==> src/rtl/frodo_mul_pkg.sv <==
// Shared definitions for the FrodoKEM multiply-accumulate control path:
// sequencer states and the parameter-set constants.
package frodo_mul_pkg;

  localparam int FRODO_A      = 4;
  localparam int FRODO_S      = 8;
  localparam int LEN_MAX_640  = 160;
  localparam int LEN_MAX_976  = 244;
  localparam int LEN_MAX_1344 = 336;

  typedef enum logic [2:0] {
    IDLE,
    LOAD,
    RUN,
    RESULT,
    DONE
  } seqState_t;

  // Width needed to hold a beat count of 0..lenMax inclusive.
  function automatic int lenWidth(input int lenMax);
    return $clog2(lenMax + 1);
  endfunction

endpackage

==> src/rtl/frodo_mul_seq_if.sv <==
// Handshake bundle between the sequencer and the upstream operand buffer /
// downstream result consumers.
interface frodo_mul_seq_if #(
  parameter int LEN_MAX = 336,
  parameter int LW      = $clog2(LEN_MAX + 1)
);

  logic          cmd_valid;
  logic          cmd_ready;
  logic          cmd_isMul1;
  logic          cmd_isPos;
  logic [LW-1:0] cmd_len;

  logic          a_valid;
  logic          a_ready;
  logic [LW-1:0] beat_idx;

  logic          mat_valid;
  logic          mat_ready;
  logic          mat_last;

  logic          vec_valid;
  logic          vec_ready;

  // The master is the requester side (command source, operand buffer, consumers).
  modport master (
    output cmd_valid, cmd_isMul1, cmd_isPos, cmd_len,
    output a_valid, mat_ready, vec_ready,
    input  cmd_ready, a_ready, beat_idx, mat_valid, mat_last, vec_valid
  );

  modport slave (
    input  cmd_valid, cmd_isMul1, cmd_isPos, cmd_len,
    input  a_valid, mat_ready, vec_ready,
    output cmd_ready, a_ready, beat_idx, mat_valid, mat_last, vec_valid
  );

endinterface

==> src/rtl/frodo_mul_beat_cnt.sv <==
// Beat counter: holds the command length, counts fired beats and flags the
// final one so the sequencer can leave RUN and wrap the index to zero.
module frodo_mul_beat_cnt #(
  parameter int LW = 9
) (
  input  logic          clk,
  input  logic          rst,
  input  logic          clr,
  input  logic          en,
  input  logic          ldLen,
  input  logic [LW-1:0] lenIn,
  output logic [LW-1:0] cnt,
  output logic          last,
  output logic          lenZero
);

  logic [LW-1:0] lenReg;

  // NOTE: sequential state is written with non-blocking assignments only, so
  // every register samples pre-edge values regardless of process order.
  always_ff @(posedge clk or posedge rst) begin
    if (rst) begin
      cnt    <= '0;
      lenReg <= '0;
    end else begin
      if (clr)
        cnt <= '0;
      else if (en)
        cnt <= last ? '0 : cnt + 1'b1;
      if (ldLen)
        lenReg <= lenIn;
    end
  end

  assign lenZero = (lenReg == '0);
  // Guarded by lenZero so a zero length never matches the all-ones index.
  assign last    = !lenZero && (cnt == lenReg - 1'b1);

endmodule

==> src/rtl/frodo_mul_seq.sv <==
// Control sequencer for the shared FrodoKEM multiply-accumulate datapath:
// command intake, storage load, operand beats and result handoff.
module frodo_mul_seq
  import frodo_mul_pkg::*;
#(
  parameter int LEN_MAX = LEN_MAX_1344,
  parameter int LW      = $clog2(LEN_MAX + 1)
) (
  input  logic            clk,
  input  logic            rst,
  frodo_mul_seq_if.slave  bus,
  output logic            done,
  output logic            mul_setStorage,
  output logic            mul_doOp,
  output logic            mul_isMatrixMul1,
  output logic            mul_isPos
);

  seqState_t     state;
  seqState_t     stateNext;
  logic          cfgIsMul1;
  logic          cfgIsPos;
  logic          cmdFire;
  logic          beatFire;
  logic          beatLast;
  logic          lenZero;
  logic [LW-1:0] beatIdx;

  always_ff @(posedge clk or posedge rst) begin
    if (rst)
      state <= IDLE;
    else
      state <= stateNext;
  end

  // Mode and sign are captured at the handshake and stay put until the next one.
  always_ff @(posedge clk or posedge rst) begin
    if (rst) begin
      cfgIsMul1 <= 1'b0;
      cfgIsPos  <= 1'b1;
    end else if (cmdFire) begin
      cfgIsMul1 <= bus.cmd_isMul1;
      cfgIsPos  <= bus.cmd_isPos;
    end
  end

  frodo_mul_beat_cnt #(.LW(LW)) u_beatCnt (
    .clk     (clk),
    .rst     (rst),
    .clr     (cmdFire),
    .en      (beatFire),
    .ldLen   (cmdFire),
    .lenIn   (bus.cmd_len),
    .cnt     (beatIdx),
    .last    (beatLast),
    .lenZero (lenZero)
  );

  // NOTE: every output of this block gets a default before the case, so no
  // path through it can leave a signal unassigned and infer a latch.
  always_comb begin
    stateNext      = state;
    cmdFire        = 1'b0;
    beatFire       = 1'b0;
    bus.cmd_ready  = 1'b0;
    bus.a_ready    = 1'b0;
    bus.mat_valid  = 1'b0;
    bus.mat_last   = 1'b0;
    bus.vec_valid  = 1'b0;
    done           = 1'b0;
    mul_setStorage = 1'b0;
    mul_doOp       = 1'b0;

    unique case (state)
      IDLE: begin
        bus.cmd_ready = 1'b1;
        cmdFire       = bus.cmd_valid;
        if (bus.cmd_valid)
          stateNext = LOAD;
      end

      LOAD: begin
        mul_setStorage = 1'b1;
        if (!lenZero)
          stateNext = RUN;
        else
          stateNext = cfgIsMul1 ? RESULT : DONE;
      end

      RUN: begin
        if (cfgIsMul1) begin
          bus.a_ready = 1'b1;
          mul_doOp    = bus.a_valid;
        end else begin
          // outMat is combinational from the beat, so the consumer gates the operand.
          bus.a_ready   = bus.mat_ready;
          bus.mat_valid = bus.a_valid;
          bus.mat_last  = beatLast;
          mul_doOp      = bus.a_valid & bus.mat_ready;
        end
        beatFire = bus.a_valid & bus.a_ready;
        if (beatFire && beatLast)
          stateNext = cfgIsMul1 ? RESULT : DONE;
      end

      RESULT: begin
        bus.vec_valid = 1'b1;
        if (bus.vec_ready)
          stateNext = DONE;
      end

      DONE: begin
        done      = 1'b1;
        stateNext = IDLE;
      end

      default: stateNext = IDLE;
    endcase
  end

  assign bus.beat_idx     = beatIdx;
  assign mul_isMatrixMul1 = cfgIsMul1;
  assign mul_isPos        = cfgIsPos;

  property pLegalLen;
    @(posedge clk) disable iff (rst)
      (state == IDLE && bus.cmd_valid) |-> (bus.cmd_len <= LW'(LEN_MAX));
  endproperty
  aLegalLen: assert property (pLegalLen);

  property pNoLoadDuringOp;
    @(posedge clk) disable iff (rst) !(mul_setStorage && mul_doOp);
  endproperty
  aNoLoadDuringOp: assert property (pNoLoadDuringOp);

  property pExclusivePhase;
    @(posedge clk) disable iff (rst)
      $onehot0({bus.vec_valid, bus.mat_valid, mul_setStorage});
  endproperty
  aExclusivePhase: assert property (pExclusivePhase);

endmodule

==> src/flat_wrapper.sv <==
// flat-port wrapper written by rule: the top's interface ports become plain ports
module frodo_mul_seq_flat import frodo_mul_pkg::*;
#(
  parameter int LEN_MAX = LEN_MAX_1344,
  parameter int LW      = $clog2(LEN_MAX + 1)
)
  (clk, rst, done, mul_setStorage, mul_doOp, mul_isMatrixMul1, mul_isPos, bus_cmd_valid, bus_cmd_isMul1, bus_cmd_isPos, bus_cmd_len, bus_a_valid, bus_mat_ready, bus_vec_ready, bus_cmd_ready, bus_a_ready, bus_beat_idx, bus_mat_valid, bus_mat_last, bus_vec_valid);
  frodo_mul_seq_if #(.LEN_MAX(LEN_MAX), .LW(LW)) bus_i ();
  input  logic clk;
  input  logic rst;
  output logic done;
  output logic mul_setStorage;
  output logic mul_doOp;
  output logic mul_isMatrixMul1;
  output logic mul_isPos;
  input wire logic [$bits(bus_i.cmd_valid)-1:0] bus_cmd_valid;
  input wire logic [$bits(bus_i.cmd_isMul1)-1:0] bus_cmd_isMul1;
  input wire logic [$bits(bus_i.cmd_isPos)-1:0] bus_cmd_isPos;
  input wire logic [$bits(bus_i.cmd_len)-1:0] bus_cmd_len;
  input wire logic [$bits(bus_i.a_valid)-1:0] bus_a_valid;
  input wire logic [$bits(bus_i.mat_ready)-1:0] bus_mat_ready;
  input wire logic [$bits(bus_i.vec_ready)-1:0] bus_vec_ready;
  output wire logic [$bits(bus_i.cmd_ready)-1:0] bus_cmd_ready;
  output wire logic [$bits(bus_i.a_ready)-1:0] bus_a_ready;
  output wire logic [$bits(bus_i.beat_idx)-1:0] bus_beat_idx;
  output wire logic [$bits(bus_i.mat_valid)-1:0] bus_mat_valid;
  output wire logic [$bits(bus_i.mat_last)-1:0] bus_mat_last;
  output wire logic [$bits(bus_i.vec_valid)-1:0] bus_vec_valid;
  assign bus_i.cmd_valid = bus_cmd_valid;
  assign bus_i.cmd_isMul1 = bus_cmd_isMul1;
  assign bus_i.cmd_isPos = bus_cmd_isPos;
  assign bus_i.cmd_len = bus_cmd_len;
  assign bus_i.a_valid = bus_a_valid;
  assign bus_i.mat_ready = bus_mat_ready;
  assign bus_i.vec_ready = bus_vec_ready;
  assign bus_cmd_ready = bus_i.cmd_ready;
  assign bus_a_ready = bus_i.a_ready;
  assign bus_beat_idx = bus_i.beat_idx;
  assign bus_mat_valid = bus_i.mat_valid;
  assign bus_mat_last = bus_i.mat_last;
  assign bus_vec_valid = bus_i.vec_valid;
  frodo_mul_seq #(.LEN_MAX(LEN_MAX), .LW(LW)) u_core (.clk(clk), .rst(rst), .bus(bus_i), .done(done), .mul_setStorage(mul_setStorage), .mul_doOp(mul_doOp), .mul_isMatrixMul1(mul_isMatrixMul1), .mul_isPos(mul_isPos));
endmodule
==> config.mk <==
export PLATFORM = sky130hd
export DESIGN_NAME = frodo_mul_seq_flat
export DESIGN_NICKNAME = d
export VERILOG_FILES = /design/src/rtl/frodo_mul_pkg.sv /design/src/rtl/frodo_mul_seq_if.sv /design/src/rtl/frodo_mul_beat_cnt.sv /design/src/rtl/frodo_mul_seq.sv /design/src/flat_wrapper.sv
export SDC_FILE = /design/constraint.sdc
export NUM_CORES = 1
export LEC_CHECK = 0
export CAP_MARGIN = 5
export CORE_MARGIN = 2
export CORE_UTILIZATION = 49
export CTS_CLUSTER_SIZE = 10
export DETAILED_ROUTE_END_ITERATION = 8
export HOLD_SLACK_MARGIN = 0.02
export PLACE_DENSITY = 0.83
export SLEW_MARGIN = 25
export SYNTH_ARGS = -nofsm -noshare
export SYNTH_HDL_FRONTEND = slang
export SYNTH_SLANG_ARGS = --single-unit
==> constraint.sdc <==
create_clock -name clk -period 2.9 [get_ports clk]
set_clock_uncertainty 0.15 [all_clocks]
set_input_delay 0.58 -clock clk [delete_from_list [all_inputs] [get_ports clk]]
set_output_delay 0.58 -clock clk [all_outputs]
set_load 0.05 [all_outputs]
-- Yosys cells after proc, flatten, opt, wreduce, memory -nomap -nowiden
Index checks and enable logic that the tools add are counted.
W data, S select, Z words.
- bits in registers: 23
- latch bits: 0
- RAM bits: 0
- ROM bits: 0
- output and inout bits: 19
- word-level logic and storage cells: 48
- memories: 0
- $add $sub $neg: 2
- multiply operators: 0
- divide/modulo/power cells: 0
- $lt $le $gt $ge: 0
- eq/ne operators: 8
- shift operators: 0
- muxes and demuxes: 24
- bitwise gates (word level): 2
- reduce and logical (&&, ||, !) cells: 7
- operators with widths (cell ; count):
    $mux W9 ; 3
    $mux W1 ; 15
    $mux W3 ; 5
    $pmux W3 S4 ; 1
    $add A9 B1 Y9 const B ; 1
    $eq A9 B9 Y1 ; 1
    $logic_not A9 Y1 ; 1
    $sub A9 B1 Y9 const B ; 1
    $eq A3 B2 Y1 const B ; 2
    $ne A2 B2 Y1 const B ; 2
    $eq A3 B1 Y1 const B ; 1
    $eq A3 B3 Y1 const B ; 1
    $logic_not A3 Y1 ; 1
    $reduce_and A3 Y1 ; 1
    $and A1 B1 Y1 ; 2
    $logic_and A1 B1 Y1 ; 2
    $ne A2 B1 Y1 const B ; 1
    $reduce_bool A2 Y1 ; 1
    $logic_not A1 Y1 ; 1

-- Logic depth before layout (Yosys ltp)
Gate-level depths: netlist (run 1).
- depth in word-level cells: 6
- depth in mapped cells: 9
- depth with buffers taken out: 8

-- Cells and area by module
Synthesis (run 1) repeated with hierarchy kept, for this count alone.
- cells, all modules: 164
- area, all modules: 1619.1 sq um
- modules (own cells, without submodules) (module ; instances ; cells each ; area each (sq um)):
    frodo_mul_beat_cnt ; 1 ; 124 ; 1238.7
    frodo_mul_seq ; 1 ; 40 ; 380.4

-- Worst setup path before layout (run 1)
No wires, ideal clock.
- path type: register -> output
- from: reg u_core.u_beatCnt.lenReg[0]
- to: out bus_mat_last
- data arrival time: 2.311 ns
- setup slack: -0.141 ns
- cell stages (with the launch flop): 10
- buffers on the path: 1
- cell sequence: dfrtp_1 inv_1 ha_1 nor2b_1 or3_1 a31oi_1 and4_4 and2_4 buf_6 and3_1
- longest elaborated chain between the ends: 5
- ends and longest elaborated chain (what ; line ; RTL):
    start, declared ; frodo_mul_beat_cnt.sv:17 ; logic [LW-1:0] lenReg;
    start signal, assigned ; frodo_mul_beat_cnt.sv:31 ; lenReg <= lenIn;
    $sub A9 B1 Y9 / $logic_not A9 Y1 (equally long branches) ; frodo_mul_beat_cnt.sv:37, frodo_mul_beat_cnt.sv:35 ;
    $eq A9 B9 Y1 / $logic_not A1 Y1 (equally long branches) ; n/a ;
    $logic_and A1 B1 Y1 (*) ; frodo_mul_beat_cnt.sv:37 ; assign last = !lenZero && (cnt == lenReg - 1'b1);
    $mux W1 (*) ; frodo_mul_seq.sv:91 ; if (cfgIsMul1) begin
    $mux W1 (*) ; frodo_mul_seq.sv:74 ; unique case (state)
    end, declared ; flat_wrapper.sv:27 ; output wire logic [$bits(bus_i.mat_last)-1:0] bus_mat_last;
Mark *: on every way between the ends. The rest lies on a longest branch, timed or not.

-- Worst setup path in the final report (run 1)
- from: reg u_core.u_beatCnt.lenReg[1]
- to: out bus_mat_last
The elaborated chain is that of the path after synthesis.

==> key figures, run 1 <==
Routing
  • Post-Route WL: 3.662 mm
  • Via density: 5.821
  • Drt drc: 0
  • Final ANT Viol Nets: 0
  • Drt first-iter violations: 76
  • Vias: 1362
  • DR pass1 iterations: 4
  • Drt wl/cell: 15.65 microns

Yosys
  • Synth top area share: 36.33%
  • Area contributors post-synth: dfrtp_1, mux2_2, xnor2_1
  • #FFs+latches synth: 23
  • Post-synth top cells: dfrtp_1, nor2_1, nand2_1
  • Post-synthesis area per instance: 9.530 sq um
  • Fraction of registers with async set/reset: 100.0%
  • Leading area contributor after synthesis: dfrtp_1
  • Yosys cell types: 48
  • Cell Area, Synth: 0.001515 sq mm
  • Post-Syn Instances: 159
  • Post-synthesis sequential area ratio: 38.07%
  • Number of synthesized flops with an enable pin: 0
  • Most common cell in the synthesized netlist: dfrtp_1
  • YS warnings: 0
  • Syn_nets: 178
  • Dominant synthesized flop cell: dfrtp_1

STA
  • # setup viols final: 1
  • Final hold vios: 0
  • Peak Freq: 0.3410 GHz
  • Final min period: 2.933 ns
  • Final Max Slew Viols: 0
  • Post-route setup TNS: -0.03262 ns
  • Final Cycle Share: 101.1%
  • Unrepaired setup endpoints after global routing: yes
  • Fin worst setup slack: -0.03262 ns
  • Slew @ Worst Pin: 0.5046 ns
  • Slew headroom: 66.25%

Final layout
  • Fin nets: 221
  • Syn-to-layout area delta: 34.68%
  • N_diodes: 0
  • Fin cells: 234
  • Share of post-route cells with drive strength above 1: 25.87%

Die
  • I/O pins: 36
  • Die width: 59.61 microns
  • Num rows: 20
  • Die footprint: 0.003553 sq mm
  • Initial Utilization: 50.46%
  • Core area: 0.003003 sq mm
  • Die Height: 59.61 microns

Setup path
  • Reg-to-reg critical path startpoint: u_core.u_beatCnt.lenReg[1]
  • R2R setup slack: 0.69 ns
  • R2R depth: 9
  • Crit. End Element: primary output
  • WP data required: 2.17 ns
  • Critical Path AT: 2.20 ns
  • Reg2Reg Capture Point: u_core.u_beatCnt.cnt[6]
  • Setup crit start kind: flip-flop
  • CP Max Fanout: 4
  • Kind of critical path: reg -> out

GRT
  • Gr usage total: 23.26%
  • Remaining global-route overflow: 0
  • Vias in the first global route: 1350
  • Largest net degree at the start of global routing: 24
  • First-pass GRT wire length: 6.279 mm
  • Antenna violations before repair: 0

Pwr
  • Pwr dens: 671.1 mW/mm^2
  • Worst vdd ir: 706.5 uV
  • Leak: 0.8982 nW

Clock network
  • CTS H-tree lvls: 1
  • Clk pin slew, worst setup/hold paths: 0.13 ns
  • Clk buf depth: 2
  • CTS sink cnt: 23
  • CTS Buf Count: 3
  • Worst skew pair latency: 0.32 ns
  • CTS root buffer: clkbuf_4
  • CTS tree: built
  • # hold bufs at CTS: 0

Placed design
  • Port bufs: 35
  • Gpl congestion: 0.8169
  • Dpl hpwl: 2.710 mm
  • DP Cell Count: 225

Worst hold path
  • Hold Path Class: in -> async

Status
  • Outcome: complete, but fails checks
  • Failing checks: negative setup slack

Job
  • Maxcap violations: 0
-- placed cells by master (no fill, tap or decap), types with 5 or more instances in the layout --
master	instances
dfrtp_1	21
nor2_1	15
xnor2_1	9
mux2_2	8
nand2_1	14
xor2_1	5
inv_1	5
buf_4	13
clkdlybuf4s50_1	30
a211oi_2	5
o21ai_0	7
-- how the worst max path moves through the flow --
stage | from | to | slack (ns) | cells past startpoint
3_3_place_gp | u_core.u_beatCnt.lenReg[1] | bus_mat_last | 0.11 | 9
4_1_cts | u_core.u_beatCnt.lenReg[1] | bus_mat_last | -0.03 | 9
5_1_grt | u_core.u_beatCnt.lenReg[0] | bus_mat_last | -0.14 | 10
3_5_place_dp | u_core.u_beatCnt.lenReg[1] | bus_mat_last | 0.02 | 9
6_report | u_core.u_beatCnt.lenReg[1] | bus_mat_last | -0.03 | 9
2_1_floorplan | u_core.u_beatCnt.lenReg[0] | bus_mat_last | 0.04 | 9
-- layout make-up --
| cell class | instances | area (sq um) |
|---|---|---|
| fillers | 241 | 962.2 |
| multi-input cells | 121 | 917.1 |
| flip-flops and latches | 23 | 578.1 |
| repair buffers | 46 | 450.4 |
| well taps | 33 | 41.29 |
| inverters | 7 | 26.28 |
| clock buffers | 3 | 22.52 |
| clock inverters | 1 | 5.005 |
-- critical path, cell delays in order (launching register included) --
cell     delay, ns
dfrtp_1       0.39
inv_2         0.06
ha_4          0.16
nor2b_1       0.12
or3_1         0.30
a31oi_1       0.15
and4_4        0.24
and2_4        0.14
and3_4        0.19
buf_12        0.13
-- stage by stage --
step                       power, W  hold WS [ns]  worst slack [ns]  utilization (%)  area, sq um
after detailed placement   0.001166        0.4333           0.01680            64.33         1932
after global routing       0.001446        0.4800           -0.1358            67.96         2041
after floorplan           0.0009497        0.4077           0.03886                -         1520
after CTS                  0.001375        0.4283          -0.02893            67.88         2038
final                      0.001370        0.4263          -0.03262            67.96         2041
after global placement     0.001149        0.4194            0.1059            64.33         1932
-- cells by family (layout without fill, tap and decap cells) --
family	Yosys count	count (layout)	share of synthesized area (%)
AO/OA/AOI/OAI	33	33	17.75
AND/OR/NAND/NOR	62	62	22.46
flip-flops	23	23	38.07
buffers and inverters	15	57	4.376
adder cells (fa/ha/maj)	2	2	1.651
multiplexers	8	8	5.946
XOR/XNOR	16	16	9.744
-- registers in the layout, summed over array words and instances (netlist names) --
signal,count
u_core.u_beatCnt.cnt,9
u_core.u_beatCnt.lenReg,9
u_core.state,3
u_core.mul_isMatrixMul1,1
u_core.mul_isPos,1
-- routing by layer --
| metal | track usage [%] | part of all wire (%) |
|---|---|---|
| met1 | 30.52 | 42 |
| met4 | 8.889 | 2.2 |
| met5 | 0 | 0 |
| met3 | 3.493 | 5.9 |
| met2 | 38.62 | 50 |
-- where the power goes --
part           total [W]  internal, W  switching (W)
clock           0.000152    0.0000518       0.000100
combinational   0.000705     0.000312       0.000392
sequential      0.000513     0.000395       0.000118
-- repair_timing --
item	CTS	global route
pin swaps	8	0
resized for setup	9	1
setup buffers	5	0
setup endpoints to repair	1	2
No activity file was read; power rests on OpenSTA's default activity.
==> inputs of run 2 (changes only) <==
--- a/config.mk
+++ b/config.mk
@@ -11,7 +11,7 @@
 export CTS_CLUSTER_SIZE = 10
 export DETAILED_ROUTE_END_ITERATION = 8
 export HOLD_SLACK_MARGIN = 0.02
-export PLACE_DENSITY = 0.83
+export PLACE_DENSITY = 0.86
 export SLEW_MARGIN = 25
 export SYNTH_ARGS = -nofsm -noshare
 export SYNTH_HDL_FRONTEND = slang
==> run 2 against run 1 <==
  * The run still ends with negative setup slack left
  * Sequential power about the same
  * Hold slack worse by 0.018 ns
  * Largest power group unchanged
  * Sequential cell count unchanged
  * Setup slack got worse by 0.064 ns
  * Wire length rose by 11%
  * First-iteration DRC count decreased by 14%
  * Combinational power is 3.5% higher
  * Count of clock-buffer cells in the layout unchanged
  * Fmax fell by 2.1%
  * Critical endpoint unchanged
  * Sequential share of layout area shrank 0.23 points
==> key figures, run 2 (synthesized netlist as in run 1, its figures left out) <==
Final layout
  • Area occupied by multi-input gates: 924.6 sq um (+0.82%)
  • Fillers: 228 (-5.4%)
  • Fin cells: 236 (+0.85%)
  • Share of post-route cells with drive strength above 1: 28.08% (+2.2 points)
  • Most frequent cells in the layout: clkdlybuf4s50_1, dfrtp_1, nor2_1, buf_4, nand2_1
  • Syn-to-layout area delta: 36.09%
  • Commonest non-fill, non-tap cell in the layout: clkdlybuf4s50_1
  • Reg area: 579.3 sq um (+0.22%)
  • Largest regs: u_core.u_beatCnt.cnt: 9 flops, u_core.u_beatCnt.lenReg: 9 flops, u_core.state: 3 flops
  • N_diodes: 0 (unchanged)
  • Fin nets: 223 (+0.90%)

STA
  • Final Cycle Share: 103.3% (+2.2 points)
  • Final hold vios: 0 (unchanged)
  • Final min period: 2.996 ns (+0.06385 ns)
  • Slew @ Worst Pin: 0.5047 ns (+0.000008881 ns)
  • Final Max Slew Viols: 0 (unchanged)
  • Fin worst setup slack: -0.09647 ns (-0.06385 ns)
  • Unrepaired setup endpoints after global routing: yes
  • Peak Freq: 0.3337 GHz (-2.1%)
  • Fin Hold WS: 0.4086 ns (-0.01767 ns)
  • Post-route setup TNS: -0.09647 ns (-0.06385 ns)
  • Slew headroom: 66.25% (about the same)
  • # setup viols final: 1 (unchanged)

Setup path
  • Slowest CP cell: dfrtp_1
  • WP data required: 2.17 ns (about the same)
  • Sum of buffers and inverters on the critical path: 2 (unchanged)
  • Setup crit start kind: flip-flop
  • Kind of critical path: reg -> out
  • CP top delay family: simple AND/OR/NAND/NOR gates
  • CP peak stage delay: 0.39 ns (about the same)
  • Crit. End Element: primary output
  • Critical-path cell list: inv_2, ha_4, nor2b_1, or3_1, a31oi_1, and4_4, and2_4, and3_4, buf_12
  • Critical Path AT: 2.27 ns (+0.07 ns)
  • CP Max Fanout: 5 (+1)

Pwr
  • Logic pwr share: 52.0% (+0.5 points)
  • Clock share of power: 11.4% (+0.3 points)
  • Power Total: 0.001403 W (+2.4%)
  • Net Sw Power: 0.0006425 W (+5.3%)
  • Leak: 0.8914 nW (-0.75%)
  • Worst vdd ir: 687.8 uV (-2.7%)
  • Pint: 0.0007604 W (+0.15%)
  • Switching Share: 45.80% (+1.2 points)
  • Pwr dens: 680.4 mW/mm^2 (+1.4%)
  • Seq pwr share: 36.6% (-0.8 points)

GRT
  • Vias in the first global route: 1477 (+9.4%)
  • Antenna violations before repair: 0 (unchanged)
  • Remaining global-route overflow: 0 (unchanged)
  • Gr usage total: 25.51% (+2.3 points)
  • First-pass GRT wire length: 6.727 mm (+7.1%)
  • Largest net degree at the start of global routing: 24 (unchanged)

Routing
  • Via density: 6.021 (+3.4%)
  • DR pass1 iterations: 4 (unchanged)
  • Vias: 1421 (+4.3%)
  • Final ANT Viol Nets: 0 (unchanged)
  • Drt wl/cell: 17.28 microns (+10%)
  • Post-Route WL: 4.079 mm (+11%)
  • Drt first-iter violations: 65 (-14%)
  • Drt drc: 0 (unchanged)

Clock network
  • CTS root buffer: clkbuf_4
  • Clk buf depth: 2 (unchanged)
  • CTS tree: built
  • CTS Buf Count: 3 (unchanged)
  • Clk pin slew, worst setup/hold paths: 0.13 ns (about the same)
  • CTS H-tree lvls: 1 (unchanged)
  • Worst skew pair latency: 0.33 ns (about the same)
  • CTS sink cnt: 23 (unchanged)

Die
  • Num rows: 20 (unchanged)
  • Die width: 59.61 microns (unchanged)
  • I/O pins: 36 (unchanged)
  • Die footprint: 0.003553 sq mm (unchanged)
  • Die Height: 59.61 microns (unchanged)
  • Initial Utilization: 50.46% (unchanged)
  • Core area: 0.003003 sq mm (unchanged)

Status
  • Outcome: complete, but fails checks
  • Failing checks: negative setup slack

Placed design
  • Port bufs: 35 (unchanged)
  • Dpl hpwl: 2.883 mm (+6.4%)
  • DP Cell Count: 226 (+0.44%)
  • Gpl congestion: 0.9496 (+16%)

Worst hold path
  • Hold Path Class: in -> async

Job
  • Maxcap violations: 0 (unchanged)
[run 2: changes by cell type in the layout (fill, tap and decap cells not counted), sizes merged]
cell,change
clkdlybuf4s50,+1
buf,+2
dlymetal6s2s,-1
[run 2: worst reg2reg max path: stages (launching register included)]
cell and delay [ns]:
dfrtp_1 0.39, inv_2 0.06, ha_4 0.17, nor2b_1 0.13
or3_1 0.31, a31oi_1 0.15, and4_4 0.25, buf_4 0.13
a21boi_2 0.09, a221o_1 0.32
[run 2: stage by stage]
stage	setup WS (ns)	area (sq um)	utilization (%)
after floorplan	0.03886	1520	-
after global placement	0.1060	1939	64.58
after detailed placement	-0.008009	1939	64.58
after CTS	-0.07808	2037	67.83
after global routing	-0.1729	2062	68.67
final	-0.09647	2062	68.67
[run 2: routing by layer]
| metal | vias up | part of all wire, % | track usage [%] |
|---|---|---|---|
| met2 | 65 | 50 | 43.33 |
| li1 | 655 | - | - |
| met1 | 684 | 40 | 29.92 |
| met3 | 17 | 6.0 | 5.022 |
| met4 | 0 | 4.1 | 14.29 |
| met5 | - | 0 | 0 |
[run 2: final cells by class]
type / count / area share, %
multi-input combinational: 121 / 44.84
sequential: 23 / 28.09
timing repair buffer: 48 / 22.45
tap: 33 / 2.002
inverter: 7 / 1.274
clock buffer: 3 / 1.092
clock inverter: 1 / 0.2427
[run 2: final timing paths]
check                      cells after the start                        from  slack [ns]                         end
max                                            9  u_core.u_beatCnt.lenReg[0]        -0.1                bus_mat_last
min                                            3                         rst        0.41  u_core.u_beatCnt.lenReg[6]
max reg2reg                                    9  u_core.u_beatCnt.lenReg[0]        0.65     u_core.u_beatCnt.cnt[5]
min reg2reg                                    1  u_core.u_beatCnt.lenReg[7]        0.46  u_core.u_beatCnt.lenReg[7]
max in group asynchronous                      3                         rst        1.90            u_core.mul_isPos
min in group clk                               1  u_core.u_beatCnt.lenReg[7]        0.46  u_core.u_beatCnt.lenReg[7]
[run 2: what timing repair did]
action	4_1_cts	5_1_grt
setup buffers	4	2
pin swaps	6	4
endpoints found under the setup margin	1	1
hold buffers	0	0
resized for setup	10	2
[run 2: power groups by stage]
stage | combinational [W] | clock, W | sequential (W)
global placement | 0.000644 | 0 | 0.000504
global route | 0.000775 | 0.000179 | 0.000525
floorplan | 0.000311 | 0 | 0.000639
detailed placement | 0.000663 | 0 | 0.000513
CTS | 0.000710 | 0.000162 | 0.000509
finish | 0.000730 | 0.000160 | 0.000513
==> inputs of run 3 (changes only) <==
--- a/config.mk
+++ b/config.mk
@@ -7,11 +7,11 @@
 export LEC_CHECK = 0
 export CAP_MARGIN = 5
 export CORE_MARGIN = 2
-export CORE_UTILIZATION = 49
+export CORE_UTILIZATION = 53
 export CTS_CLUSTER_SIZE = 10
 export DETAILED_ROUTE_END_ITERATION = 8
 export HOLD_SLACK_MARGIN = 0.02
-export PLACE_DENSITY = 0.86
+export PLACE_DENSITY = 0.89
 export SLEW_MARGIN = 25
 export SYNTH_ARGS = -nofsm -noshare
 export SYNTH_HDL_FRONTEND = slang
==> constraint.sdc (replaced) <==
create_clock -name clk -period 3.6 [get_ports clk]
set_clock_uncertainty 0.15 [all_clocks]
set_input_delay 0.72 -clock clk [delete_from_list [all_inputs] [get_ports clk]]
set_output_delay 0.72 -clock clk [all_outputs]
set_load 0.05 [all_outputs]
==> run 3 against run 2 <==
  * Register-to-register slack better by 0.61 ns
  * Non-clock buffer count down 9
  * Combinational power is 27% lower
  * Core utilization rose by 2.5 points
  * Setup slack better by 0.30 ns
  * Via count is 5.6% lower
  * Hold slack gained 0.058 ns
  * First-iteration DRC count shrank 20%
  * Critical endpoint unchanged
  * Sequential power shrank 19%
  * Wire length decreased by 14%
  * The flow now finishes without violations
==> key figures, run 3 (synthesized netlist as in run 1, its figures left out) <==
Setup path
  • Kind of critical path: reg -> out
  • Critical Path AT: 2.53 ns (+0.26 ns)
  • Slowest CP cell: dfrtp_2
  • Crit. End Element: primary output
  • Sum of buffers and inverters on the critical path: 2 (unchanged)
  • Setup crit start kind: flip-flop
  • CP peak stage delay: 0.43 ns (+0.04 ns)
  • CP Max Fanout: 9 (+4)
  • WP data required: 2.73 ns (+0.56 ns)
  • Critical-path cell list: inv_1, ha_2, nor2b_1, or3_1, a31oi_1, and4_4, and2_4, and3_1, buf_12
  • CP top delay family: simple AND/OR/NAND/NOR gates
  • Worst Setup SP: u_core.u_beatCnt.lenReg[0]
  • Reg-to-reg critical path startpoint: u_core.u_beatCnt.lenReg[0]

Pwr
  • Switching Share: 44.40% (-1.4 points)
  • Pwr dens: 548.6 mW/mm^2 (-19%)
  • Net Sw Power: 0.0004736 W (-26%)
  • Leak: 0.8299 nW (-6.9%)
  • Worst vdd ir: 589.4 uV (-14%)
  • Logic pwr share: 49.8% (-2.2 points)
  • Clock share of power: 11.4% (about the same)
  • Seq pwr share: 38.8% (+2.2 points)
  • Pint: 0.0005930 W (-22%)
  • Power Total: 0.001067 W (-24%)

Die
  • Die footprint: 0.003303 sq mm (-7.1%)
  • Core area: 0.002734 sq mm (-9.0%)
  • I/O pins: 36 (unchanged)
  • Num rows: 19 (-5.0%)
  • Die Height: 57.47 microns (-3.6%)
  • Die width: 57.47 microns (-3.6%)
  • Initial Utilization: 55.42% (+5.0 points)

GRT
  • Gr usage total: 23.76% (-1.8 points)
  • First-pass GRT wire length: 6.065 mm (-9.8%)
  • Largest net degree at the start of global routing: 24 (unchanged)
  • Vias in the first global route: 1336 (-9.5%)
  • Antenna violations before repair: 0 (unchanged)
  • Remaining global-route overflow: 0 (unchanged)

Routing
  • Drt first-iter violations: 52 (-20%)
  • Post-Route WL: 3.502 mm (-14%)
  • Drt drc: 0 (unchanged)
  • Final ANT Viol Nets: 0 (unchanged)
  • Drt wl/cell: 15.56 microns (-9.9%)
  • Via density: 5.960 (-1.0%)
  • Vias: 1341 (-5.6%)
  • DR pass1 iterations: 4 (unchanged)

STA
  • Peak Freq: 0.2941 GHz
  • Final min period: 3.400 ns
  • Final Max Slew Viols: 0 (unchanged)
  • # setup viols final: 0 (-1)
  • Final Cycle Share: 94.45%
  • Slew headroom: 44.22% (-22 points)
  • Final hold vios: 0 (unchanged)
  • Post-route setup TNS: 0 ns (+0.09647 ns)
  • Unrepaired setup endpoints after global routing: no
  • Slew @ Worst Pin: 0.8358 ns (+0.3311 ns)

Final layout
  • Largest regs: u_core.u_beatCnt.cnt: 9 flops, u_core.u_beatCnt.lenReg: 9 flops, u_core.state: 3 flops
  • Share of post-route cells with drive strength above 1: 19.07% (-9.0 points)
  • Syn-to-layout area delta: 28.32%
  • Commonest non-fill, non-tap cell in the layout: clkdlybuf4s50_1
  • Fillers: 225 (-1.3%)
  • Reg area: 578.1 sq um (-0.22%)
  • Most frequent cells in the layout: clkdlybuf4s50_1, dfrtp_1, nor2_1, nand2_1, xnor2_1
  • Area occupied by multi-input gates: 874.6 sq um (-5.4%)
  • N_diodes: 0 (unchanged)
  • Fin nets: 214 (-4.0%)

Placed design
  • Port bufs: 35 (unchanged)
  • Gpl congestion: 0.8917 (-6.1%)
  • Dpl hpwl: 2.661 mm (-7.7%)

Clock network
  • CTS root buffer: clkbuf_4
  • CTS tree: built
  • CTS H-tree lvls: 1 (unchanged)
  • Clk buf depth: 2 (unchanged)
  • Clk pin slew, worst setup/hold paths: 0.12 ns (about the same)
  • CTS Buf Count: 3 (unchanged)
  • CTS sink cnt: 23 (unchanged)
  • # hold bufs at CTS: 0 (unchanged)
  • Worst skew pair latency: 0.32 ns (about the same)

Worst hold path
  • Hold Path Class: reg -> reg
  • Min-Delay Startpoint: u_core.u_beatCnt.lenReg[6]

Status
  • Outcome: finished clean

Job
  • Maxcap violations: 0 (unchanged)
==> run 3: area by class of cell <==
class | count | share of cell area [%]
multi-input combinational | 121 | 44.98
sequential | 23 | 29.73
timing repair buffer | 39 | 20.59
tap | 31 | 1.995
clock buffer | 4 | 1.351
inverter | 7 | 1.351
==> run 3: worst paths after layout <==
check                                        endpoint  slack (ns)  cells after the start
min                        u_core.u_beatCnt.lenReg[6]        0.47                      2
min reg2reg                u_core.u_beatCnt.lenReg[6]        0.47                      2
max reg2reg                   u_core.u_beatCnt.cnt[6]        1.26                      8
max in group asynchronous  u_core.u_beatCnt.lenReg[0]        2.03                      2
max                                      bus_mat_last        0.20                      9
min in group asynchronous     u_core.mul_isMatrixMul1        0.70                      2
==> run 3: worst register-to-register path, delay by kind of cell (launching register included) <==
| kind | cells | cell delay, ns |
|---|---|---|
| AO/OA/AOI/OAI | 3 | 0.61 |
| adder cells (fa/ha/maj) | 1 | 0.23 |
| buffers and inverters | 1 | 0.07 |
| flip-flops | 1 | 0.43 |
| AND/OR/NAND/NOR | 3 | 0.74 |
==> run 3: timing repair <==
item / CTS / global route
setup endpoints to repair: 0 / 1
endpoints found under the hold margin: 0 / 0
buffers inserted: 0 / 2
resized for setup: 0 / 2
==> run 3: through the flow <==
stage | instances | hold slack, ns | utilization [%] | worst slack [ns] | instance area [sq um]
global placement | 219 | 0.4364 | 69.47 | 0.5333 | 1899
detailed placement | 219 | 0.4408 | 69.47 | 0.4448 | 1899
floorplan | 159 | 0.4077 | - | 0.4190 | 1515
finish | 225 | 0.4666 | 71.12 | 0.1996 | 1944
CTS | 223 | 0.4692 | 70.43 | 0.07096 | 1926
global route | 225 | 0.4954 | 71.12 | 0.05819 | 1944
==> run 3: layer usage <==
| metal | vias up | wire length [microns] | global-route usage [%] |
|---|---|---|---|
| met1 | 642 | 1553 | 30.52 |
| met3 | 7 | 227 | 4.082 |
| met2 | 52 | 1650 | 38.96 |
| li1 | 640 | - | - |
| met5 | - | 0 | 0 |
| met4 | 0 | 70 | 10.96 |
==> run 3: power by group through the flow <==
stage	clock network (W)	registers [W]	logic, W
2_1_floorplan	0	0.000515	0.000250
3_3_place_gp	0	0.000413	0.000504
3_5_place_dp	0	0.000417	0.000515
4_1_cts	0.000125	0.000413	0.000518
5_1_grt	0.000138	0.000424	0.000569
6_report	0.000122	0.000414	0.000531
